$ cat src/rtl/antilog2_pkg.sv
// Shared types, default widths and helpers for the base-2 antilogarithm unit.
package antilog2_pkg;

  localparam int unsigned DATA_W_DEF = 32;
  localparam int unsigned FRAC_W_DEF = 8;
  localparam int unsigned INT_W_DEF  = 5;

  typedef enum logic {
    IDLE  = 1'b0,
    SHIFT = 1'b1
  } state_t;

  // Mitchell approximation: 2^f ~= 1 + f, i.e. prepend the implicit leading one.
  function automatic logic [FRAC_W_DEF:0] mitchell_mant(input logic [FRAC_W_DEF-1:0] frac);
    return {1'b1, frac};
  endfunction

endpackage

$ cat src/rtl/antilog2_shreg.sv
// Loadable left-shift accumulator with a down-counter and a registered zero flag.
module antilog2_shreg #(
  parameter int unsigned ACC_W  = 40,
  parameter int unsigned MANT_W = 9,
  parameter int unsigned CNT_W  = 5,
  parameter int unsigned OUT_W  = 32
) (
  input  logic              clk_i,
  input  logic              rst_i,
  input  logic              load_i,
  input  logic              shift_i,
  input  logic [MANT_W-1:0] mant_i,
  input  logic [CNT_W-1:0]  cnt_i,
  output logic [OUT_W-1:0]  win_o,
  output logic              zero_o
);

  logic [ACC_W-1:0] acc_q, acc_d;
  logic [CNT_W-1:0] cnt_q, cnt_d;
  logic             zero_q, zero_d;

  // Next-state: load wins over shift; zero flag tracks cnt==0 one step ahead.
  always_comb begin
    acc_d  = acc_q;
    cnt_d  = cnt_q;
    zero_d = zero_q;
    if (load_i) begin
      acc_d  = ACC_W'(mant_i);
      cnt_d  = cnt_i;
      zero_d = (cnt_i == '0);
    end else if (shift_i) begin
      acc_d  = acc_q << 1;
      cnt_d  = cnt_q - CNT_W'(1);
      zero_d = (cnt_q == CNT_W'(1));
    end
  end

  // State registers with synchronous active-low reset.
  always_ff @(posedge clk_i) begin
    if (!rst_i) begin
      acc_q  <= '0;
      cnt_q  <= '0;
      zero_q <= 1'b1;
    end else begin
      acc_q  <= acc_d;
      cnt_q  <= cnt_d;
      zero_q <= zero_d;
    end
  end

  assign win_o  = acc_q[ACC_W-1 -: OUT_W];
  assign zero_o = zero_q;

endmodule

$ cat src/rtl/antilog2.sv
// Iterative 2^x: Mitchell mantissa, then one left shift per clock for the integer part.
module antilog2
  import antilog2_pkg::*;
#(
  parameter int unsigned DATA_W = DATA_W_DEF,
  parameter int unsigned FRAC_W = FRAC_W_DEF,
  parameter int unsigned INT_W  = INT_W_DEF
) (
  input  logic                    clk_i,
  input  logic                    rst_i,
  input  logic                    start_i,
  input  logic [INT_W+FRAC_W-1:0] log_i,
  output logic                    busy_o,
  output logic                    done_o,
  output logic [DATA_W-1:0]       y_o
);

  localparam int unsigned ACC_W = DATA_W + FRAC_W;
  localparam int unsigned LOG_W = INT_W + FRAC_W;

  if (INT_W != $clog2(DATA_W)) begin : g_bad_int_w
    $error("antilog2: INT_W must equal clog2(DATA_W)");
  end

  logic [INT_W-1:0]  int_part;
  logic [FRAC_W-1:0] frac_part;
  logic [FRAC_W:0]   mant;

  assign int_part  = log_i[LOG_W-1 -: INT_W];
  assign frac_part = log_i[FRAC_W-1:0];

  if (FRAC_W == FRAC_W_DEF) begin : g_mant_pkg
    assign mant = mitchell_mant(frac_part);
  end else begin : g_mant_gen
    assign mant = {1'b1, frac_part};
  end

  state_t            state_q, state_d;
  logic              busy_q, busy_d;
  logic              done_q, done_d;
  logic [DATA_W-1:0] y_q, y_d;
  logic              load, shift;
  logic [DATA_W-1:0] win;
  logic              cnt_zero;

  antilog2_shreg #(
    .ACC_W  (ACC_W),
    .MANT_W (FRAC_W + 1),
    .CNT_W  (INT_W),
    .OUT_W  (DATA_W)
  ) u_shreg (
    .clk_i   (clk_i),
    .rst_i   (rst_i),
    .load_i  (load),
    .shift_i (shift),
    .mant_i  (mant),
    .cnt_i   (int_part),
    .win_o   (win),
    .zero_o  (cnt_zero)
  );

  // Next-state and output logic; done is a single-cycle pulse by default.
  always_comb begin
    state_d = state_q;
    busy_d  = busy_q;
    done_d  = 1'b0;
    y_d     = y_q;
    load    = 1'b0;
    shift   = 1'b0;
    case (state_q)
      IDLE: begin
        if (start_i) begin
          load    = 1'b1;
          busy_d  = 1'b1;
          state_d = SHIFT;
        end
      end
      SHIFT: begin
        if (cnt_zero) begin
          y_d     = win;
          done_d  = 1'b1;
          busy_d  = 1'b0;
          state_d = IDLE;
        end else begin
          shift = 1'b1;
        end
      end
      default: state_d = IDLE;
    endcase
  end

  // State and output registers with synchronous active-low reset.
  always_ff @(posedge clk_i) begin
    if (!rst_i) begin
      state_q <= IDLE;
      busy_q  <= 1'b0;
      done_q  <= 1'b0;
      y_q     <= '0;
    end else begin
      state_q <= state_d;
      busy_q  <= busy_d;
      done_q  <= done_d;
      y_q     <= y_d;
    end
  end

  assign busy_o = busy_q;
  assign done_o = done_q;
  assign y_o    = y_q;

endmodule
$ cat config.mk
export PLATFORM = sky130hd
export DESIGN_NAME = antilog2
export DESIGN_NICKNAME = d
export VERILOG_FILES = /design/src/rtl/antilog2_pkg.sv /design/src/rtl/antilog2_shreg.sv /design/src/rtl/antilog2.sv
export SDC_FILE = /design/constraint.sdc
export NUM_CORES = 1
export LEC_CHECK = 0
export ABC_AREA = 0
export BUFFER_PORTS_ARGS = -buffer_cell sky130_fd_sc_hd__buf_2
export CAP_MARGIN = 40
export CORE_ASPECT_RATIO = 1.4
export CORE_MARGIN = 3
export CORE_UTILIZATION = 45
export DETAILED_ROUTE_END_ITERATION = 10
export PLACE_DENSITY = 0.66
export SYNTH_ARGS = -nofsm -noshare
export SYNTH_HDL_FRONTEND = slang
export SYNTH_SLANG_ARGS = --single-unit
$ cat constraint.sdc
create_clock -name clk_i -period 1.2 [get_ports clk_i]
set_input_delay 0.24 -clock clk_i [delete_from_list [all_inputs] [get_ports clk_i]]
set_output_delay 0.24 -clock clk_i [all_outputs]
set_load 0.1 [all_outputs]
==> results of run 1 <==
==> worst register-to-register path, cell delays in order (launching register included) <==
cell and delay (ps):
dfxtp_4 370, buf_4 140, a21boi_2 200, buf_12 220, a22o_1 180
==> synthesized netlist by cell type <==
cell,number,area share [%]
dfxtp_1,81,55
nand2_1,66,8.5
a22o_1,32,9.6
a21oi_1,31,5.3
a21boi_1,11,2.8
buf_6,11,4.2
nand3_1,11,1.9
buf_2,10,1.7
a22oi_1,7,1.8
buf_4,3,0.77
inv_1,3,0.38
nor2_1,3,0.38
a311oi_1,2,0.60
and3_1,2,0.43
ha_1,2,0.85
nor2b_1,2,0.43
nor3_1,2,0.34
o21ai_0,2,0.34
a211o_1,1,0.30
a211oi_2,1,0.43
a21boi_2,1,0.38
a22oi_2,1,0.43
a2bb2oi_1,1,0.30
a32oi_1,1,0.30
and2_1,1,0.21
and4_1,1,0.30
clkbuf_1,1,0.13
nand2b_1,1,0.21
nand2b_2,1,0.30
nand4_1,1,0.21
nand4b_1,1,0.30
o21a_1,1,0.26
o221a_2,1,0.38
==> final timing paths <==
check,from,to
worst max-delay path,state_q,y_o[27]
worst max register to register,state_q,y_o[27]
worst min register to register,u_shreg.acc_q[0],u_shreg.acc_q[0]
worst min-delay path,log_i[0],u_shreg.acc_q[0]
==> sequential cells by signal, summed over array words and instances (netlist names) <==
register / flops
busy_o: 1
done_o: 1
state_q: 1
u_shreg.acc_q: 40
u_shreg.cnt_q: 5
u_shreg.zero_o: 1
y_o: 32
==> power breakdown <==
part           internal [W]  leakage (nW)  switching [W]
clock               0.00118         0.111       0.000968
sequential          0.00273         0.673      0.0000403
combinational      0.000185         0.755       0.000244
==> layout make-up <==
class	instances	area, sq um	share of cell area, %
timing repair buffer	69	981	23.8
multi-input combinational	187	1150	27.8
inverter	3	11.3	0.274
clock inverter	6	91.3	2.22
sequential	81	1670	40.5
tap	72	90.1	2.19
clock buffer	10	128	3.10
==> logic make-up after synthesis <==
group | count (synthesis) | share of synthesized area, %
adders and majority gates | 2 | 0.853
buffers and inverters | 28 | 7.21
DFF | 81 | 55.3
AOI/OAI and AO/OA | 93 | 23.2
and+or+nand+nor | 92 | 13.4
==> routing by layer <==
metal	GRT usage (%)	wire length [um]
met1	19.9	2520
met2	26.9	3070
met3	5.06	248
met4	8.90	129
met5	0	0
==> timing repair <==
action	CTS	global route
gates cloned	0	1
setup endpoints to repair	26	42
gates resized for setup	2	11
pin swaps	0	2
buffers inserted	1	3
==> metrics by stage <==
| stage | total power (W) | std cells |
|---|---|---|
| 2_1_floorplan | 0.00310 | 296 |
| 3_3_place_gp | 0.00321 | 407 |
| 3_5_place_dp | 0.00322 | 407 |
| 4_1_cts | 0.00536 | 424 |
| 5_1_grt | 0.00557 | 428 |
| 6_report | 0.00535 | 428 |
==> out/results.tsv, run 1 <==
stage	metric	value	unit
critical_path	worst-case reg-to-reg path depth	4	
critical_path	Setup CP Type	reg -> reg	
drt	vias per inst	5.35	
floorplan	Die H	102	um
floorplan	initial core utilization	46.9	%
critical_path	Req. time, crit path	1480	ps
placement	post-DP HPWL	3.91	mm
final_layout	Fillers	465	
synth	Yosys cell types	33	
synth	syn nets	314	
critical_path	CP max stage delay	370	ps
synth	Yosys reg bits	81	
outcome	outcome	complete, no violations	
cts	CTS sink cnt	81	
grt	first-pass GRT wire length	9.67	mm
critical_path	Arr. time, crit path	1440	ps
cts	Longest Clk Path Bufs	2	
final_layout	fin util	65.8	%
critical_path	crit path max-delay cell type	dfxtp_4	
grt	Total GRT Usage	16.7	%
drt	vias	2289	
final_layout	Final Cell Area	0.00412	sq mm
flow_run	MaxCap Viol Count	0	
timing	Hold Vio Cnt, Final	0	
grt	largest net degree at the start of global routing	34	
synth	Yosys warnings	0	
synth	cells after synthesis	296	
drt	Pre-antenna DRT Iters	4	
cts	Hold Buf Count CTS	0	
placement	pre-CTS WS	-23.7	ps
power_and_ir_drop	PD cells	1300	mW/mm^2
drt	wire per inst	14.0	um
cts	H-tree levels	3	
placement	Port Buf Inserts	49	
timing	worst clock skew	11.2	ps
timing	final worst slack	32.6	ps
cts	total CTS buffers	9	
timing	fmax	857	MHz
final_layout	area delta synth->final	40.4	%
timing	TNS Setup	0	ps
drt	Total Wirelength	5.97	mm
synth	Netlist Area Pre-Place	0.00293	sq mm
critical_path	instance count on the critical path	4	
floorplan	core area	0.00625	sq mm
placement	Placed Area	0.00379	sq mm
final_layout	fraction of layout cells with a size suffix above 1	37.1	%
power_and_ir_drop	leakage	1.54	nW
timing	minimum clock period	1170	ps
drt	initial drt markers	206	
power_and_ir_drop	worst vdd ir	0.000923	V
grt	GRT overflow	0	
final_layout	commonest non-fill, non-tap cell in the layout	nand2_1	
critical_path	reg-to-reg setup timing slack	30	ps
critical_path	delay-heaviest family, CP	flip-flops	
cts	CTS tree	done	
critical_path	CP Buf/Inv Count	2	
worst_hold_path	Hold Crit Depth	3	
final_layout	ANT cells	0	
drt	Post-DRT Antenna Nets	0	
floorplan	DIE AREA	0.00753	sq mm
timing	worst rel slew slack	84.4	%
drt	DRC Markers	0	
grt	antenna violations before repair	0	
critical_path	Worst Setup Start Kind	flop	
grt	vias in the first global route	2132	
synth	Seq/Total Area, Yosys	55.3	%
cts	clock slew at reported path FFs	80	ps
cts	Skew-Pair Late Insertion Delay	340	ps
timing	Worst Max-Slew Pin Slew	233	ps
timing	final setup vio count	0	
timing	hold slack	127	ps
final_layout	most frequent cells in the layout	nand2_1, dfxtp_1, buf_12, dfxtp_2, a22o_1	
floorplan	Site Rows	34	
critical_path	crit path cell chain	buf_4 -> a21boi_2 -> buf_12 -> a22o_1	
timing	RSZ-0062 raised after global routing	true	
critical_path	Critical Path Fanout Max	33	
floorplan	Die Wd	74.2	um
worst_hold_path	worst min path class	in -> reg	
placement	Placer Congestion	0.742	
synth	Post-Syn Area per Cell	9.90	sq um
cts	CTS Root Cell	clkbuf_8	
critical_path	Worst Setup End Kind	flop	
floorplan	io pins	50	
timing	fin crit share	97.3	%
final_layout	Layout Nets	369	
timing	max-slew violations	0	
Note: power is estimated with default switching activity, not from simulation.
==> run 2: changes to the inputs <==
==> constraint.sdc (replaced) <==
create_clock -name clk_i -period 1.3 [get_ports clk_i]
set_input_delay 0.26 -clock clk_i [delete_from_list [all_inputs] [get_ports clk_i]]
set_output_delay 0.26 -clock clk_i [all_outputs]
set_load 0.1 [all_outputs]
==> run 2 against run 1 <==
  * Combinational power shrank 17%
  * Core utilization shrank 2.3 points
  * Global-route usage shrank 0.41 points
  * Worst hold slack gained 21 ps
  * Total power shrank 11%
  * Register-to-register slack gained 97 ps
  * Wire length shrank 4.9%
  * Critical endpoint is now y_o[30]
  * Largest power group unchanged
==> out/results.tsv, run 2 (same netlist as run 1, synthesis figures left out) <==
stage	metric	value	unit	change
final_layout	most frequent cells in the layout	dfxtp_1, nand2_1, buf_12, a22o_1, a21oi_1		
drt	DRC Markers	0		unchanged
grt	vias in the first global route	2117		-0.70%
drt	vias per inst	5.33		-0.28%
cts	CTS tree	done		
timing	TNS Setup	0	ps	unchanged
placement	Port Buf Inserts	49		unchanged
timing	Hold Vio Cnt, Final	0		unchanged
floorplan	Die H	102	um	unchanged
cts	CTS sink cnt	81		unchanged
floorplan	DIE AREA	0.00753	sq mm	unchanged
critical_path	Setup CP Type	reg -> out		
drt	Post-DRT Antenna Nets	0		unchanged
timing	final setup vio count	0		unchanged
outcome	outcome	complete, no violations		
final_layout	area delta synth->final	35.5	%	
power_and_ir_drop	Sequential Power Share	53.4	%	+1.6 points
critical_path	crit path cell chain	buf_12		
timing	worst clock skew	4.26	ps	-6.96 ps
timing	fin crit share	92.6	%	
grt	GRT overflow	0		unchanged
final_layout	max reg flops	40		unchanged
cts	H-tree levels	3		unchanged
timing	minimum clock period	1200	ps	
final_layout	Layout Nets	367		-0.54%
critical_path	Req. time, crit path	1040	ps	-440 ps
drt	wire per inst	13.3	um	-4.4%
cts	clock slew at reported path FFs	80	ps	about the same
drt	vias	2272		-0.74%
grt	first-pass GRT wire length	9.69	mm	+0.14%
timing	fmax	830	MHz	
floorplan	io pins	50		unchanged
critical_path	worst-case reg-to-reg path depth	4		unchanged
flow_run	MaxCap Viol Count	0		unchanged
floorplan	initial core utilization	46.9	%	unchanged
critical_path	Arr. time, crit path	940	ps	-500 ps
final_layout	ANT cells	0		unchanged
power_and_ir_drop	leakage	1.48	nW	-3.7%
drt	Pre-antenna DRT Iters	5		+1
timing	worst rel slew slack	81.8	%	-2.6 points
drt	Total Wirelength	5.68	mm	-4.9%
critical_path	launching point of the worst reg2reg path	u_shreg.zero_o		
power_and_ir_drop	worst vdd ir	0.000693	V	-25%
cts	Skew-Pair Late Insertion Delay	350	ps	about the same
power_and_ir_drop	total power	0.00478	W	-11%
floorplan	Site Rows	34		unchanged
critical_path	delay-heaviest family, CP	flip-flops		
power_and_ir_drop	switching share of total power	23.4	%	+0.036 points
critical_path	reg-to-reg setup timing slack	130	ps	+100 ps
worst_hold_path	Hold Crit Depth	3		unchanged
grt	Total GRT Usage	16.3	%	-0.41 points
timing	max-slew violations	0		unchanged
power_and_ir_drop	sw power	0.00112	W	-10%
critical_path	worst flop-to-flop path endpoint	u_shreg.cnt_q[1]		
timing	Worst Max-Slew Pin Slew	272	ps	+38.5 ps
power_and_ir_drop	clock power share	39.1	%	-1.1 points
power_and_ir_drop	combinational power share	7.5	%	-0.5 points
worst_hold_path	min-delay src	log_i[0]		
timing	RSZ-0062 raised after global routing	false		
power_and_ir_drop	PD cells	1200	mW/mm^2	-7.4%
worst_hold_path	hold endpoint	u_shreg.acc_q[0]		
final_layout	Biggest register	u_shreg.acc_q		
critical_path	Worst Setup Start Kind	flop		
placement	post-DP HPWL	3.85	mm	-1.5%
final_layout	fraction of layout cells with a size suffix above 1	25.4	%	-12 points
grt	largest net degree at the start of global routing	34		unchanged
drt	initial drt markers	165		-20%
cts	Longest Clk Path Bufs	2		unchanged
critical_path	crit path max-delay cell type	dfxtp_1		
cts	total CTS buffers	9		unchanged
power_and_ir_drop	Int Power	0.00366	W	-11%
final_layout	fin util	63.5	%	-2.3 points
cts	CTS Root Cell	clkbuf_8		
floorplan	Die Wd	74.2	um	unchanged
critical_path	CP max stage delay	400	ps	+30 ps
placement	Placer Congestion	0.761		+2.6%
floorplan	core area	0.00625	sq mm	unchanged
worst_hold_path	worst min path class	in -> reg		
grt	antenna violations before repair	0		unchanged
critical_path	CP Buf/Inv Count	1		-1
final_layout	commonest non-fill, non-tap cell in the layout	dfxtp_1		
critical_path	Critical Path Fanout Max	2		-94%
critical_path	Worst Setup End Kind	output port		
==> run 2: metal layers <==
layer	routed length [um]	GRT usage, %	up-vias
met3	287	3.67	8
met2	2930	27.0	53
li1	-	-	1146
met1	2380	19.9	1065
met4	81	7.67	0
met5	0	0	-
==> run 2: how the worst max path moves through the flow <==
stage | start | to | cells after the start
CTS | u_shreg.zero_o | u_shreg.acc_q[14] | 4
global placement | state_q | u_shreg.acc_q[4] | 4
floorplan | y_o[0] | y_o[0] | 1
detailed placement | u_shreg.zero_o | u_shreg.acc_q[14] | 4
finish | y_o[30] | y_o[30] | 1
global route | u_shreg.zero_o | u_shreg.cnt_q[1] | 4
==> run 2: cell type report <==
type	instances	area, sq um
clock buffer	12	155
inverter	3	11.3
tap	72	90.1
timing repair buffer	67	932
clock inverter	4	51.3
sequential	81	1620
multi-input combinational	187	1110
fill	483	2280
==> run 2: power by group through the flow <==
stage	combinational (W)	sequential (W)	clock [W]
6_report	0.000358	0.00256	0.00187
3_3_place_gp	0.000345	0.00261	0
3_5_place_dp	0.000349	0.00261	0
5_1_grt	0.000395	0.00256	0.00202
4_1_cts	0.000350	0.00255	0.00190
2_1_floorplan	0.000224	0.00264	0
==> run 2: metrics by stage <==
step | cell area [sq um] | hold WS (ps) | std cells | setup slack (ps)
finish | 3970 | 149 | 426 | 95.7
floorplan | 2930 | 395 | 296 | 59.5
detailed placement | 3720 | 460 | 405 | 38.8
global placement | 3720 | 452 | 405 | 88.6
global route | 3970 | 159 | 426 | 4.54
CTS | 3930 | 141 | 421 | 8.68
==> run 2: what timing repair did <==
item / 4_1_cts / 5_1_grt
resized for setup: 1 / 3
buffers inserted: 0 / 5
hold buffers: 0 / 0
endpoints found under the setup margin: 1 / 40
==> run 3: changes to the inputs <==
==> constraint.sdc (replaced) <==
create_clock -name clk_i -period 1.5 [get_ports clk_i]
set_input_delay 0.3 -clock clk_i [delete_from_list [all_inputs] [get_ports clk_i]]
set_output_delay 0.3 -clock clk_i [all_outputs]
set_load 0.05 [all_outputs]
==> run 3 against run 2 <==
  * Design area fell by 14%
  * Die area unchanged
  * Final cell count is 1.9% lower
  * Setup slack better by 120 ps
==> out/results.tsv, run 3 (same netlist as run 1, synthesis figures left out) <==
stage	metric	value	unit	change
floorplan	io pins	50		unchanged
flow_run	MaxCap Viol Count	0		unchanged
critical_path	CP max stage delay	420	ps	+20 ps
timing	Worst Max-Slew Pin Slew	337	ps	+65.0 ps
timing	hold slack	196	ps	+47.7 ps
placement	Placer Congestion	0.727		-4.4%
critical_path	Arr. time, crit path	1550	ps	+610 ps
floorplan	core area	0.00625	sq mm	unchanged
grt	GRT overflow	0		unchanged
drt	vias per inst	5.29		-0.87%
grt	first-pass GRT wire length	8.98	mm	-7.3%
floorplan	DIE AREA	0.00753	sq mm	unchanged
timing	final setup vio count	0		unchanged
final_layout	Layout Nets	359		-2.2%
final_layout	Final Cell Area	0.00340	sq mm	-14%
cts	total CTS buffers	9		unchanged
critical_path	Worst Setup End Kind	flop		
power_and_ir_drop	PD cells	1230	mW/mm^2	+2.5%
final_layout	fraction of layout cells with a size suffix above 1	23.1	%	-2.3 points
timing	RSZ-0062 raised after global routing	false		
final_layout	fin util	54.4	%	-9.1 points
drt	initial drt markers	138		-16%
timing	Hold Vio Cnt, Final	0		unchanged
final_layout	commonest non-fill, non-tap cell in the layout	dfxtp_1		
critical_path	crit path max-delay cell type	dfxtp_1		
critical_path	Setup CP Type	reg -> reg		
drt	wire per inst	13.1	um	-1.7%
cts	# Post-CTS Setup Buffers	0		unchanged
grt	Total GRT Usage	15.4	%	-0.96 points
drt	Post-DRT Antenna Nets	0		unchanged
cts	CTS tree	done		
critical_path	Worst Setup Start Kind	flop		
timing	fin crit share	85.4	%	
final_layout	ANT cells	0		unchanged
timing	max-slew violations	0		unchanged
floorplan	Site Rows	34		unchanged
drt	Pre-antenna DRT Iters	5		unchanged
worst_hold_path	worst min path class	in -> reg		
power_and_ir_drop	worst vdd ir	0.000624	V	-9.9%
timing	worst clock skew	7.04	ps	+2.78 ps
critical_path	Critical Path Fanout Max	31		+29
grt	largest net degree at the start of global routing	34		unchanged
drt	DRC Markers	0		unchanged
outcome	outcome	complete, no violations		
cts	Longest Clk Path Bufs	2		unchanged
timing	TNS Setup	0	ps	unchanged
critical_path	Req. time, crit path	1770	ps	+730 ps
floorplan	Die Wd	74.2	um	unchanged
grt	antenna violations before repair	0		unchanged
grt	vias in the first global route	2033		-4.0%
cts	H-tree levels	3		unchanged
final_layout	area delta synth->final	16.1	%	
final_layout	most frequent cells in the layout	dfxtp_1, nand2_1, buf_2, a22o_1, a21oi_1		
timing	minimum clock period	1280	ps	
floorplan	Die H	102	um	unchanged
drt	Total Wirelength	5.48	mm	-3.6%
final_layout	max reg flops	40		unchanged
final_layout	fin cells	418		-1.9%
cts	post-cts sizing count	0		-1
cts	clock slew at reported path FFs	80	ps	about the same
power_and_ir_drop	leakage	1.36	nW	-8.5%
placement	Placed Cells	402		-0.74%
floorplan	initial core utilization	46.9	%	unchanged
cts	CTS sink cnt	81		unchanged
placement	post-DP HPWL	3.61	mm	-6.1%
drt	vias	2210		-2.7%
final_layout	Biggest register	u_shreg.acc_q		
cts	Skew-Pair Late Insertion Delay	340	ps	about the same
timing	fmax	781	MHz	
cts	CTS Root Cell	clkbuf_8		
cts	Hold Buf Count CTS	0		unchanged
critical_path	crit path cell chain	nand2b_2 -> nand2_1 -> buf_12 -> a21oi_1		
placement	Placed Area	0.00319	sq mm	-14%
timing	worst rel slew slack	77.5	%	-4.2 points
placement	Port Buf Inserts	49		unchanged
==> run 3: changes by cell type in the layout (fill, tap and decap cells not counted), sizes merged <==
| cell | before | now |
|---|---|---|
| buf | 67 | 59 |
| bufinv | 1 | 2 |
| clkbuf | 12 | 10 |
| clkinv | 2 | 1 |
| inv | 3 | 5 |
==> run 3: path summary, 6_finish.rpt <==
kind	cells after the start	from	slack [ps]	endpoint
setup / recovery	4	state_q	220	u_shreg.acc_q[12]
hold / removal	3	log_i[0]	200	u_shreg.acc_q[0]
setup reg to reg	4	state_q	220	u_shreg.acc_q[12]
hold reg to reg	2	u_shreg.acc_q[39]	460	u_shreg.acc_q[39]
==> run 3: power by group <==
group / internal [W] / switching (W)
clock network: 0.000947 / 0.000780
registers: 0.00218 / 0.0000256
logic: 0.000104 / 0.000163
==> run 3: per-layer routing <==
| layer | global-route usage (%) | share of wire [%] | up-vias |
|---|---|---|---|
| met4 | 6.16 | 0.53 | 0 |
| met3 | 5.36 | 6.0 | 2 |
| met2 | 26.1 | 50 | 59 |
| li1 | - | - | 1129 |
| met5 | 0 | 0 | - |
| met1 | 17.4 | 43 | 1020 |
==> run 3: critical path: cells and delay by family (launching register included) <==
family	cells	cell delay, ps
simple gates	2	470
flops	1	420
buf+inv	1	180
compound gates	1	130
==> run 3: cell type report <==
| type | instances | area [sq um] |
|---|---|---|
| Timing Repair Buffer | 59 | 358 |
| Fill cell | 595 | 2850 |
| Tap cell | 72 | 90.1 |
| Sequential cell | 81 | 1620 |
| Multi-Input combinational cell | 187 | 1110 |
| Clock inverter | 6 | 90.1 |
| Inverter | 3 | 11.3 |
| Clock buffer | 10 | 128 |
==> run 3: per-stage QoR <==
step	setup WS, ps	power (W)
global placement	265	0.00253
detailed placement	222	0.00253
finish	219	0.00420
global route	79.9	0.00437
CTS	207	0.00426
floorplan	343	0.00246
